**src/rtl/lu_band_sequencer.sv**
```systemverilog
// Sequences one LU band-matrix pass: serial element load, skew feed (count 0..LAST_COUNT), array drain, done pulse.
// Optional build macro LU_SEQ_STALL_EN adds a stall input that freezes FEED/DRAIN progress.
module lu_band_sequencer #(
   parameter int DATA_W       = 8,
   parameter int N_ELEM       = 44,
   parameter int LAST_COUNT   = 21,
   parameter int DRAIN_CYCLES = 8,
   parameter int IDLE_COUNT   = 31
) (
   input  logic                       clk,
   input  logic                       rst_n,
`ifdef LU_SEQ_STALL_EN
   input  logic                       stall,
`endif
   input  logic                       start,
   input  logic                       in_valid,
   input  logic [DATA_W-1:0]          in_data,
   output logic                       in_ready,
   output logic [N_ELEM*DATA_W-1:0]   band_flat,
   output logic [4:0]                 count,
   output logic                       array_en,
   output logic                       busy,
   output logic                       done
);

   localparam int DRAIN_W = (DRAIN_CYCLES > 1) ? $clog2(DRAIN_CYCLES) : 1;
   localparam logic [5:0]         IDX_LAST   = 6'(N_ELEM - 1);
   localparam logic [4:0]         LAST_C     = 5'(LAST_COUNT);
   localparam logic [4:0]         IDLE_C     = 5'(IDLE_COUNT);
   localparam logic [DRAIN_W-1:0] DRAIN_INIT = DRAIN_W'(DRAIN_CYCLES - 1);

   typedef enum logic [2:0] {
      IDLE  = 3'd0,
      LOAD  = 3'd1,
      FEED  = 3'd2,
      DRAIN = 3'd3,
      FIN   = 3'd4
   } seqState_t;

   seqState_t          state;
   logic [5:0]         idx;
   logic [DRAIN_W-1:0] drainCnt;
   logic               hold;

`ifdef LU_SEQ_STALL_EN
   assign hold = stall;
`else
   assign hold = 1'b0;
`endif

   always_ff @(posedge clk) begin
      if (!rst_n) begin
         state     <= IDLE;
         idx       <= '0;
         drainCnt  <= '0;
         count     <= IDLE_C;
         array_en  <= 1'b0;
         in_ready  <= 1'b0;
         busy      <= 1'b0;
         done      <= 1'b0;
         band_flat <= '0;
      end else begin
         done <= 1'b0;
         case (state)
            IDLE: begin
               if (start) begin
                  state    <= LOAD;
                  idx      <= '0;
                  in_ready <= 1'b1;
                  busy     <= 1'b1;
               end
            end
            LOAD: begin
               if (in_valid) begin
                  for (int k = 0; k < N_ELEM; k++) begin
                     if (idx == 6'(k)) band_flat[k*DATA_W +: DATA_W] <= in_data;
                  end
                  if (idx == IDX_LAST) begin
                     state    <= FEED;
                     in_ready <= 1'b0;
                     count    <= '0;
                     array_en <= 1'b1;
                  end else begin
                     idx <= idx + 6'd1;
                  end
               end
            end
            // A held cycle keeps count/state and disables the array on the following cycle
            FEED: begin
               if (hold) begin
                  array_en <= 1'b0;
               end else begin
                  array_en <= 1'b1;
                  if (count == LAST_C) begin
                     state    <= DRAIN;
                     count    <= IDLE_C;
                     drainCnt <= DRAIN_INIT;
                  end else begin
                     count <= count + 5'd1;
                  end
               end
            end
            DRAIN: begin
               if (hold) begin
                  array_en <= 1'b0;
               end else if (drainCnt == '0) begin
                  state    <= FIN;
                  array_en <= 1'b0;
                  done     <= 1'b1;
               end else begin
                  array_en <= 1'b1;
                  drainCnt <= drainCnt - 1'b1;
               end
            end
            FIN: begin
               state <= IDLE;
               busy  <= 1'b0;
            end
            default: begin
               state    <= IDLE;
               in_ready <= 1'b0;
               array_en <= 1'b0;
               busy     <= 1'b0;
               count    <= IDLE_C;
            end
         endcase
      end
   end

endmodule

```
**config.mk**
```make
export PLATFORM = sky130hd
export DESIGN_NAME = lu_band_sequencer
export DESIGN_NICKNAME = d
export VERILOG_FILES = /design/src/rtl/lu_band_sequencer.sv
export SDC_FILE = /design/constraint.sdc
export NUM_CORES = 1
export LEC_CHECK = 0
export BUFFER_PORTS_ARGS = -buffer_cell sky130_fd_sc_hd__buf_2
export CORE_UTILIZATION = 40
export CTS_BUF_LIST = sky130_fd_sc_hd__clkbuf_4 sky130_fd_sc_hd__clkbuf_8
export CTS_CLUSTER_SIZE = 14
export DETAILED_ROUTE_END_ITERATION = 7
export SYNTH_ARGS = -nofsm -noshare
export SYNTH_HDL_FRONTEND = slang
export SYNTH_SLANG_ARGS = --single-unit
```
**constraint.sdc**
```tcl
create_clock -name clk -period 3 [get_ports clk]
set_input_delay 0.15 -clock clk [delete_from_list [all_inputs] [get_ports clk]]
set_output_delay 0.15 -clock clk [all_outputs]
set_load 0.03 [all_outputs]
```
---- Word level (Yosys, flattened, before mapping) ----
Cells that the tools add are included.
cells by class
  add/sub/neg operators ................... 3
  equality and inequality tests ........... 55
  multiplexer cells ....................... 27
  bitwise logic cells ..................... 4
  reductions and logical operators ........ 61
operators with widths
  kind                                                  number
  AND reduction 3 bit                                   47
  equality test 6 x 5 -> 1 bit (second input constant)  16
  equality test 6 bit (second input constant)           12
  equality test 6 x 4 -> 1 bit (second input constant)  8
  equality test 6 x 3 -> 1 bit (second input constant)  4
  two-way mux 3 bit                                     7
  two-way mux 6 bit                                     3
  two-way mux 5 bit                                     3
  one-hot mux 5 bit (3 select lines)                    1
  != test 2 bit (second input constant)                 7
  equality test 6 x 2 -> 1 bit (second input constant)  2
  one-hot mux 3 bit (4 select lines)                    1
  one-hot mux 6 bit (2 select lines)                    1
  OR reduction 3 bit                                    3
  AND reduction 4 bit                                   2
  two-way mux 1 bit                                     7
  adder 6 x 1 -> 6 bit (second input constant)          1
  equality test 3 x 2 -> 1 bit (second input constant)  2
  equality test 6 x 1 -> 1 bit (second input constant)  1
  logical NOT 3 bit                                     2
  logical NOT 6 bit                                     1
  one-hot mux 3 bit (2 select lines)                    1
  adder 5 x 1 -> 5 bit (second input constant)          1
  equality test 5 bit (second input constant)           1
  11 further kinds                                      16
word-level totals
  register bits ........................... 373
  word-level logic and storage cells ...... 202

---- Depth between registers and ports, before layout ----
Gate-level depths: netlist of run 1.
  depth after elaboration ................. 4
  mapped depth ............................ 7
  mapped depth without buffers ............ 7

---- Worst setup path before layout of run 1 ----
No wires, ideal clock.
  kind .................................... register to register
  start point ............................. register count[1]
  end point ............................... register count[0]
  library setup time ...................... 120 ps
  data arrival time ....................... 1,766 ps
  setup slack ............................. 1,114 ps
  stages on the path, launching flop included .. 7
  buffers on the path ..................... 0
  cell sequence ........................... dfxtp_1 > inv_1 > ha_1 > and4b_1 > nor3_1 > a221oi_1 > a211o_1
between the ends
  longest elaborated chain between the ends .. 3
ends and longest elaborated chain
  what                                RTL line  RTL
  from (decl)                         20        output logic [4:0] count,
  from (signal assigned)              99        count <= count + 5'd1;
  equality test 5 bit                 94        if (count == LAST_C) begin
  two-way mux 5 bit                   94
  one-hot mux 5 bit (3 select lines)  64        case (state)
Every way passes these cells.
A chain may end at the register's enable or synchronous reset.

---- Final worst setup path of run 1 ----
  start point ............................. register state[0]
  end point ............................... register band_flat[226]
between the ends
  longest elaborated chain between the ends .. 2
ends and longest elaborated chain
  what                                  RTL line  RTL
  from (decl)                           40        seqState_t state;
  from (signal assigned)                53        state <= IDLE;
  from (signal assigned)                67        state <= LOAD;
  from (signal assigned)                79        state <= FEED;
  equality test 3 x 1 -> 1 bit          64
  AND reduction 3 bit (no source line)  n/a
  to (signal, indexed assignment)       76        if (idx == 6'(k)) band_flat[k*DATA_W +: DATA_W] <= in_data;
  to (decl)                             19        output logic [N_ELEM*DATA_W-1:0] band_flat,
Every way passes these cells.

==> flow_summary_export.csv, run 1 <==
group,metric,value,unit
clock_tree,htree_levels,2,
floorplan,num_io_pins,373,
power_and_ir_drop,p_leak,9.971,nW
cells_and_area,drive_gt1_share,31.70,%
setup_path,critPathCaptureType,"flop",
global_route,grt_first_pass_wirelength,63330,um
routing,vias,10800,
setup_path,cp_num_buf_inv,0,
synthesis,synth_nets,1359,
placement,io_buffer_count,372,
sta,finalCritPeriodShare,82.25,%
cells_and_area,final_cell_mix,"dfxtp_1 (373), buf_2 (371), mux2i_1 (330)",
synthesis,synthArstFlopShare,0,%
setup_path,max_stage_delay,690,ps
floorplan,die_w,189.6,um
placement,place_congestion,0.7914,
setup_path,arrival,2960,ps
clock_tree,cts_buffers,60,
clock_tree,hold_buffers,10,
clock_tree,root_buffer,"clkbuf_8",
setup_path,path_delay_family,"simple AND/OR/NAND/NOR gates",
power_and_ir_drop,p_int,0.007517,W
synthesis,synthTopCellsByArea,"dfxtp_1 (53%), mux2i_1 (23%), nand2_1 (6.4%)",
routing,wl_per_cell,19.17,um
clock_tree,clk-insertion-delay-late,640,ps
routing,drt_iter0_markers,572,
hold_path,hold_path.class,"in -> reg",
sta,timing.final.ws_setup,532.6,ps
clock_tree,cts.sinks,373,
floorplan,start_util,40.73,%
cells_and_area,synthToLayoutAreaGrowth,25.31,%
synthesis,synth_top_area_share,53.07,%
power_and_ir_drop,fin_total_pwr,0.009772,W
routing,drc_errors,0,
sta,hold_slack,92.70,ps
synthesis,synth_area,14070,um2
synthesis,synth_cells,1339,
clock_tree,postCtsSetupBuffers,0,
setup_path,crit_slowest_cell,"dfxtp_1",
floorplan,dieArea,35930,um2
routing,dr.pass1.iters,5,
setup_path,cp.required,3490,ps
sta,fmax,0.4053,GHz
routing,routed_wl,42320,um
sta,finClkSkew,15.27,ps
clock_tree,tritoncts,"done",
power_and_ir_drop,p_clk_share,45.6,%
cells_and_area,nNetsFinal,1731,
synthesis,ys_ff_latch,373,
power_and_ir_drop,vdd_ir_drop_max,0.3913,mV
placement,post-place-ws,534.4,ps
synthesis,syn_avg_cell_area,10.51,um2
sta,worst_slew_pin_slew,1082,ps
cells_and_area,nFillCells,3287,
setup_path,critical_path_class,"reg -> reg",
power_and_ir_drop,pwr-share-comb,3.5,%
cells_and_area,fin_area,17630,um2
synthesis,ys.flop_type,"dfxtp_1",
synthesis,seq_area_frac_synth,53.07,%
global_route,antenna_found_initial,1,
sta,slew_viol_final,0,
sta,slew_headroom,27.87,%
placement,dp_hpwl,28040,um
routing,viasPerCell,4.893,
cells_and_area,final_common_cell,"dfxtp_1",
floorplan,rows,68,
synthesis,yosysUniqueCellTypes,50,
synthesis,yosys_warnings,0,
power_and_ir_drop,power_switching_share,23.07,%
sta,period_needed,2467,ps
clock_tree,cts_resized,0,
synthesis,synth_edf_count,0,
setup_path,path_cells,"and4bb_2, nand4_1, nand3_1, o21ai_0",
sta,timing.final.hold_violations,0,
setup_path,cp-start-kind,"flop",
global_route,grt_start_max_net_pins,175,
setup_path,critPathMaxFanout,18,
run_status,status,"finished clean",
synthesis,synth_area_leader_cell,"dfxtp_1",
global_route,global_route.overflow_total,0,
sta,fin_tns_setup,0,ps
sta,rsz0062_at_grt,"false",
clock_tree,clock_path_buffers,3,
placement,place_area,16290,um2
routing,ant_nets,0,
clock_tree,clk_transition_reported_paths,60,ps
job,drv_cap,0,
sta,setup_violations,0,
power_and_ir_drop,p_seq_share,50.9,%
global_route,grt_pass1_vias,10340,
floorplan,core,34540,um2
power_and_ir_drop,powerDensity,554.2,nW/um2
floorplan,die_height,189.6,um
global_route,gr-usage-all-layers,23.05,%
power_and_ir_drop,power.switching,0.002255,W
-- sequential cells by signal, summed over array words and instances (netlist names) --
| name | cells |
|---|---|
| in_ready | 1 |
| busy | 1 |
| idx | 6 |
| array_en | 1 |
| state | 3 |
| band_flat | 352 |
| drainCnt | 3 |
| count | 5 |
| done | 1 |
-- cells in the mapped netlist (all sizes together) (4+ instances only) --
master  count
dfxtp     373
mux2i     330
nand2     241
nor2      111
clkbuf     75
nand3      58
o21ai      31
buf        22
nand4      16
inv        13
ha          8
a21oi       7
nor2b       6
nand2b      4
nor3        4
-- per-stage QoR --
stage,utilization (%),std cells
global placement,47.17,2094
global route,51.04,2206
floorplan,-,1339
CTS,51.04,2206
finish,51.04,2207
detailed placement,47.17,2094
-- power groups by stage --
stage	Combinational [W]	Sequential [W]	Clock, W
2_1_floorplan	0.000194	0.00509	0
3_3_place_gp	0.000332	0.00508	0
3_5_place_dp	0.000333	0.00508	0
4_1_cts	0.000343	0.00497	0.00460
5_1_grt	0.000361	0.00497	0.00482
6_report	0.000337	0.00497	0.00446
-- final timing paths --
kind / startpoint / endpoint / slack [ps] / cells after the start
worst max-delay path: state[0] / band_flat[226] / 530 / 4
worst min-delay path: in_data[3] / band_flat[195] / 90 / 4
worst max register to register: state[0] / band_flat[226] / 530 / 4
worst min register to register: band_flat[279] / band_flat[279] / 450 / 2
-- worst min-delay path, stage by stage --
cell and delay (ps):
buf_2 120, buf_4 210, mux2i_1 140, nor2_1 50
-- routing by layer --
| layer | up-vias | global-route usage, % | routed length, um |
|---|---|---|---|
| met5 | - | 0 | 0 |
| met4 | 0 | 7.196 | 799 |
| met3 | 47 | 7.194 | 3212 |
| met2 | 328 | 37.71 | 19810 |
| met1 | 5138 | 28.83 | 18500 |
| li1 | 5286 | - | - |
-- logic make-up after synthesis --
kind of cell | after synthesis | synth area share [%]
compound gates | 58 | 2.597
fa+ha+maj | 8 | 0.7114
buf+inv | 110 | 3.477
flops | 373 | 53.07
mux | 331 | 23.56
simple gates | 459 | 16.59
-- layout make-up --
| cell class | instances | area, um2 | area share (%) |
|---|---|---|---|
| Inverter | 13 | 50.05 | 0.2838 |
| Clock inverter | 7 | 52.55 | 0.2980 |
| Multi-Input combinational cell | 856 | 6137 | 34.81 |
| Timing Repair Buffer | 407 | 2171 | 12.31 |
| Clock buffer | 95 | 1182 | 6.706 |
| Sequential cell | 373 | 7467 | 42.35 |
| Antenna cell | 1 | 2.502 | 0.01419 |
| Tap cell | 455 | 569.3 | 3.229 |
(Power assumes the default switching activity.)
==> inputs of run 2 (changes only) <==
==> constraint.sdc (replaced) <==
create_clock -name clk -period 2.4 [get_ports clk]
set_input_delay 0.12 -clock clk [delete_from_list [all_inputs] [get_ports clk]]
set_output_delay 0.12 -clock clk [all_outputs]
set_load 0.03 [all_outputs]
==> run 2 against run 1 <==
Global-route usage increased by 0.40 points. Non-clock buffer count rose by 6. Worst hold slack better by 280 ps. Via count up 1.4%. Critical path depth unchanged. Total power is 32% higher. Core utilization up 0.75 points. Sequential power up 25%. Sequential cell count unchanged. Clock power up 41%. Largest power group is now clock. Highest routed layer is now met5.
==> flow_summary_export.csv, run 2 (same netlist as run 1, synthesis figures left out) <==
group,metric,value,unit
setup_path,r2r_slack,270,ps
global_route,grt_first_pass_wirelength,64400,um
setup_path,r2r-start,"state[2]",
clock_tree,tritoncts,"done",
clock_tree,cts_resized,0,
cells_and_area,drive_gt1_share,32.30,%
routing,wl_per_cell,19.21,um
run_status,status,"finished clean",
sta,fmax,0.4695,GHz
floorplan,die_w,189.6,um
cells_and_area,diodes,0,
job,drv_cap,0,
sta,rsz0062_at_grt,"false",
sta,finalCritPeriodShare,88.74,%
power_and_ir_drop,fin_total_pwr,0.01294,W
routing,drt_iter0_markers,544,
cells_and_area,nNetsFinal,1738,
clock_tree,root_buffer,"clkbuf_8",
setup_path,critical_path_class,"reg -> reg",
global_route,gr-usage-all-layers,23.45,%
setup_path,critPathMaxFanout,18,
placement,post-place-ws,163.4,ps
hold_path,hold_path.class,"in -> reg",
cells_and_area,utilization,51.79,%
cells_and_area,synthToLayoutAreaGrowth,27.15,%
cells_and_area,final_common_cell,"dfxtp_1",
placement,place_congestion,0.7927,
global_route,grt_start_max_net_pins,130,
setup_path,crit_path_end,"band_flat[190]",
placement,io_buffer_count,372,
floorplan,start_util,40.73,%
sta,setup_violations,0,
sta,timing.final.ws_setup,270.2,ps
setup_path,critPathLaunch,"state[2]",
sta,period_needed,2130,ps
power_and_ir_drop,powerDensity,723.2,nW/um2
cells_and_area,final_cell_mix,"dfxtp_1 (373), buf_2 (371), mux2i_1 (330)",
sta,finClkSkew,37.58,ps
sta,slew_viol_final,0,
clock_tree,clk-insertion-delay-late,650,ps
sta,worst_slew_pin_slew,972.7,ps
floorplan,dieArea,35930,um2
clock_tree,cts.sinks,373,
floorplan,die_height,189.6,um
floorplan,num_io_pins,373,
floorplan,rows,68,
routing,ant_nets,0,
clock_tree,clk_transition_reported_paths,60,ps
cells_and_area,fin_cells,2223,
cells_and_area,reg_top3,"band_flat: 352 flops, idx: 6 flops, count: 5 flops",
clock_tree,htree_levels,2,
routing,vias,10960,
setup_path,crit_slowest_cell,"and4bb_2",
global_route,global_route.overflow_total,0,
setup_path,max_stage_delay,680,ps
placement,dp_hpwl,27950,um
power_and_ir_drop,p_leak,10.12,nW
routing,drc_errors,0,
clock_tree,clock_path_buffers,3,
setup_path,reg2reg_to,"band_flat[190]",
cells_and_area,largest_reg_flops,352,
sta,fin_tns_setup,0,ps
clock_tree,cts_buffers,61,
cells_and_area,regMostFlops,"band_flat",
setup_path,path_cells,"and4bb_2, nand4_2, mux2i_1, nor2_1",
routing,viasPerCell,4.928,
placement,placed_cells,2097,
sta,slew_headroom,34.92,%
sta,timing.final.hold_violations,0,
setup_path,cp-start-kind,"flop",
setup_path,critPathCaptureType,"flop",
routing,routed_wl,42710,um
global_route,antenna_found_initial,1,
routing,dr.pass1.iters,7,
power_and_ir_drop,vdd_ir_drop_max,0.6173,mV
floorplan,core,34540,um2
setup_path,cp.required,2890,ps
setup_path,arrival,2620,ps
setup_path,reg2regPathDepth,4,
global_route,grt_pass1_vias,10710,
## run 2: power breakdown
part           switching [W]  internal (W)
combinational       0.000343     0.0000959
clock                0.00257       0.00372
sequential        0.00000880       0.00620
## run 2: per-layer routing
layer / global-route usage, % / share of wire, % / vias to the layer above
li1: - / - / 5289
met1: 28.67 / 43 / 5238
met2: 38.69 / 46 / 357
met3: 7.047 / 7.8 / 69
met4: 8.840 / 2.8 / 2
met5: 0 / 0.021 / -
## run 2: worst min path at each step
stage                   start              to  slack, ps  cells after the start
5_1_grt            in_data[5]  band_flat[181]        370                      4
3_5_place_dp   band_flat[295]  band_flat[295]        450                      2
2_1_floorplan      in_data[0]  band_flat[184]        260                      2
6_report           in_data[5]  band_flat[181]        380                      4
3_3_place_gp   band_flat[123]  band_flat[123]        440                      2
4_1_cts            in_data[5]  band_flat[181]        320                      4
## run 2: critical path, delay by kind of cell (launching register included)
family,cells,cell delay (ps)
mux,1,310
flops,1,420
simple gates,3,1240
## run 2: final cells by class
| cell class | instances | area, um2 |
|---|---|---|
| Sequential cell | 373 | 7467 |
| Tap cell | 455 | 569.3 |
| Clock inverter | 9 | 123.9 |
| Inverter | 13 | 50.05 |
| Timing Repair Buffer | 413 | 2243 |
| Clock buffer | 104 | 1300 |
| Fill cell | 3242 | 16650 |
| Multi-Input combinational cell | 856 | 6137 |
## run 2: repair_timing
action / 4_1_cts / 5_1_grt
endpoints found under the setup margin: 0 / 7
hold buffers: 11 / 0
hold endpoints to repair: 112 / 0
setup buffers: 0 / 2
## run 2: metrics by stage
step,instance area [um2],hold WS (ps)
after CTS,17880,317.2
after floorplan,14070,263.9
final,17890,377.1
after global routing,17890,371.7
after detailed placement,16340,449.2
after global placement,16340,442.2
==> inputs of run 3 (changes only) <==
--- a/config.mk
+++ b/config.mk
@@ -6,10 +6,13 @@
 export NUM_CORES = 1
 export LEC_CHECK = 0
 export BUFFER_PORTS_ARGS = -buffer_cell sky130_fd_sc_hd__buf_2
-export CORE_UTILIZATION = 40
+export CELL_PAD_IN_SITES_DETAIL_PLACEMENT = 1
+export CELL_PAD_IN_SITES_GLOBAL_PLACEMENT = 1
+export CORE_UTILIZATION = 38
 export CTS_BUF_LIST = sky130_fd_sc_hd__clkbuf_4 sky130_fd_sc_hd__clkbuf_8
 export CTS_CLUSTER_SIZE = 14
 export DETAILED_ROUTE_END_ITERATION = 7
+export PLACE_DENSITY_LB_ADDON = 0.1
 export SYNTH_ARGS = -nofsm -noshare
 export SYNTH_HDL_FRONTEND = slang
 export SYNTH_SLANG_ARGS = --single-unit
==> constraint.sdc (replaced) <==
create_clock -name clk -period 1.9 [get_ports clk]
set_input_delay 0.095 -clock clk [delete_from_list [all_inputs] [get_ports clk]]
set_output_delay 0.095 -clock clk [all_outputs]
set_load 0.03 [all_outputs]
==> run 3 against run 2 <==
Critical endpoint is now band_flat[138]. Core utilization shrank 1.9 points. Total power grew 26%. Combinational power grew 39%. Sequential share of layout area shrank 0.73 points. Via count grew 2.0%. Worst hold slack worse by 320 ps. Clock-buffer cell count is 4 higher. Maximum frequency is 15% higher.
==> flow_summary_export.csv, run 3 (same netlist as run 1, synthesis figures left out) <==
group,metric,value,unit
sta,rsz0062_at_grt,"true",
hold_path,hold_path.class,"in -> reg",
routing,viasPerCell,4.956,
routing,vias,11180,
clock_tree,cts.sinks,373,
setup_path,reg2reg_to,"band_flat[138]",
cells_and_area,diodes,0,
setup_path,arrival,2360,ps
clock_tree,root_buffer,"clkbuf_8",
cells_and_area,largest_reg_flops,352,
clock_tree,cts_buffers,66,
clock_tree,htree_levels,3,
routing,ant_nets,0,
setup_path,critical_path_class,"reg -> reg",
cells_and_area,regMostFlops,"band_flat",
sta,slew_viol_final,0,
power_and_ir_drop,p_leak,10.25,nW
run_status,status,"finished clean",
placement,io_buffer_count,372,
floorplan,num_io_pins,373,
global_route,grt_first_pass_wirelength,70650,um
routing,routed_wl,46130,um
power_and_ir_drop,powerDensity,893.3,nW/um2
hold_path,min_from,"in_data[1]",
placement,place_area,16670,um2
hold_path,holdPathStages,4,
sta,setup_violations,0,
cells_and_area,final_common_cell,"dfxtp_1",
power_and_ir_drop,fin_total_pwr,0.01627,W
placement,placed_cells,2132,
clock_tree,tritoncts,"done",
sta,worst_slew_pin_slew,639.4,ps
cells_and_area,final_cell_mix,"dfxtp_1 (373), buf_2 (371), mux2i_1 (330)",
clock_tree,clock_path_buffers,3,
sta,hold_slack,60.63,ps
global_route,gr-usage-all-layers,24.33,%
sta,finClkSkew,21.72,ps
cells_and_area,nNetsFinal,1761,
sta,slew_headroom,57.37,%
setup_path,critPathCaptureType,"flop",
clock_tree,clk-insertion-delay-late,610,ps
placement,place_congestion,0.7741,
cells_and_area,drive_gt1_share,33.46,%
floorplan,die_height,194.4,um
floorplan,rows,70,
clock_tree,clk_transition_reported_paths,60,ps
floorplan,core,36520,um2
setup_path,reg2regPathDepth,5,
floorplan,dieArea,37800,um2
setup_path,cp-start-kind,"flop",
placement,dp_hpwl,31550,um
global_route,antenna_found_initial,0,
clock_tree,postCtsSetupBuffers,0,
routing,drt_iter0_markers,462,
power_and_ir_drop,vdd_ir_drop_max,0.6936,mV
routing,dr.pass1.iters,4,
cells_and_area,fin_area,18210,um2
routing,wl_per_cell,20.46,um
setup_path,r2r_slack,50,ps
setup_path,cp.required,2410,ps
job,drv_cap,0,
sta,fmax,0.5407,GHz
global_route,grt_start_max_net_pins,142,
sta,timing.final.hold_violations,0,
cells_and_area,fin_cells,2255,
sta,finalCritPeriodShare,97.34,%
sta,period_needed,1850,ps
setup_path,critPathMaxFanout,18,
floorplan,die_w,194.4,um
global_route,global_route.overflow_total,0,
cells_and_area,reg_top3,"band_flat: 352 flops, idx: 6 flops, count: 5 flops",
setup_path,r2r-start,"state[2]",
floorplan,start_util,38.53,%
cells_and_area,synthToLayoutAreaGrowth,29.42,%
hold_path,min_to,"band_flat[201]",
global_route,grt_pass1_vias,11730,
routing,drc_errors,0,
-- run 3: worst max path at each step --
stage | start | end | slack (ps) | depth (start not counted)
after floorplan | count[1] | count[0] | 10 | 6
after global placement | idx[2] | band_flat[317] | 40 | 4
after detailed placement | idx[2] | band_flat[317] | 40 | 4
after CTS | idx[2] | band_flat[317] | 3 | 4
after global routing | state[2] | band_flat[198] | -70 | 5
final | state[2] | band_flat[138] | 50 | 5
-- run 3: area by class of cell --
class,count,area [um2]
fillers,4137,18310
flip-flops and latches,373,7467
multi-input cells,856,6215
repair buffers,431,2511
clock buffers,108,1311
well taps,468,585.6
clock inverters,6,71.32
inverters,13,50.05
-- run 3: power breakdown --
group          leakage (nW)  switching, W  internal, W
Combinational          6.51      0.000455     0.000156
Clock                 0.732       0.00332      0.00449
Sequential             3.00     0.0000122      0.00784
-- run 3: critical path, stage by stage (launching register included) --
cell,delay (ps)
dfxtp_1,430
and4bb_2,380
buf_12,170
nand4_2,370
mux2i_1,310
nor2_1,70
-- run 3: what timing repair did --
action,CTS,global route
resized for setup,0,11
endpoints found under the setup margin,0,93
hold endpoints to repair,63,0
hold buffers,9,0
-- run 3: metrics by stage --
step / TNS [ps] / worst slack, ps / utilization, %
2_1_floorplan: 0 / 14.29 / -
3_3_place_gp: 0 / 35.82 / 45.64
3_5_place_dp: 0 / 42.96 / 45.64
4_1_cts: 0 / 3.339 / 49.67
5_1_grt: -1563 / -72.93 / 49.86
6_report: 0 / 50.50 / 49.86
-- run 3: layer usage --
layer / global-route usage (%) / up-vias / part of all wire [%]
li1: - / 5345 / -
met1: 29.87 / 5444 / 44
met2: 39.81 / 314 / 47
met3: 8.398 / 72 / 7.2
met4: 7.731 / 0 / 2.2
met5: 0 / - / 0
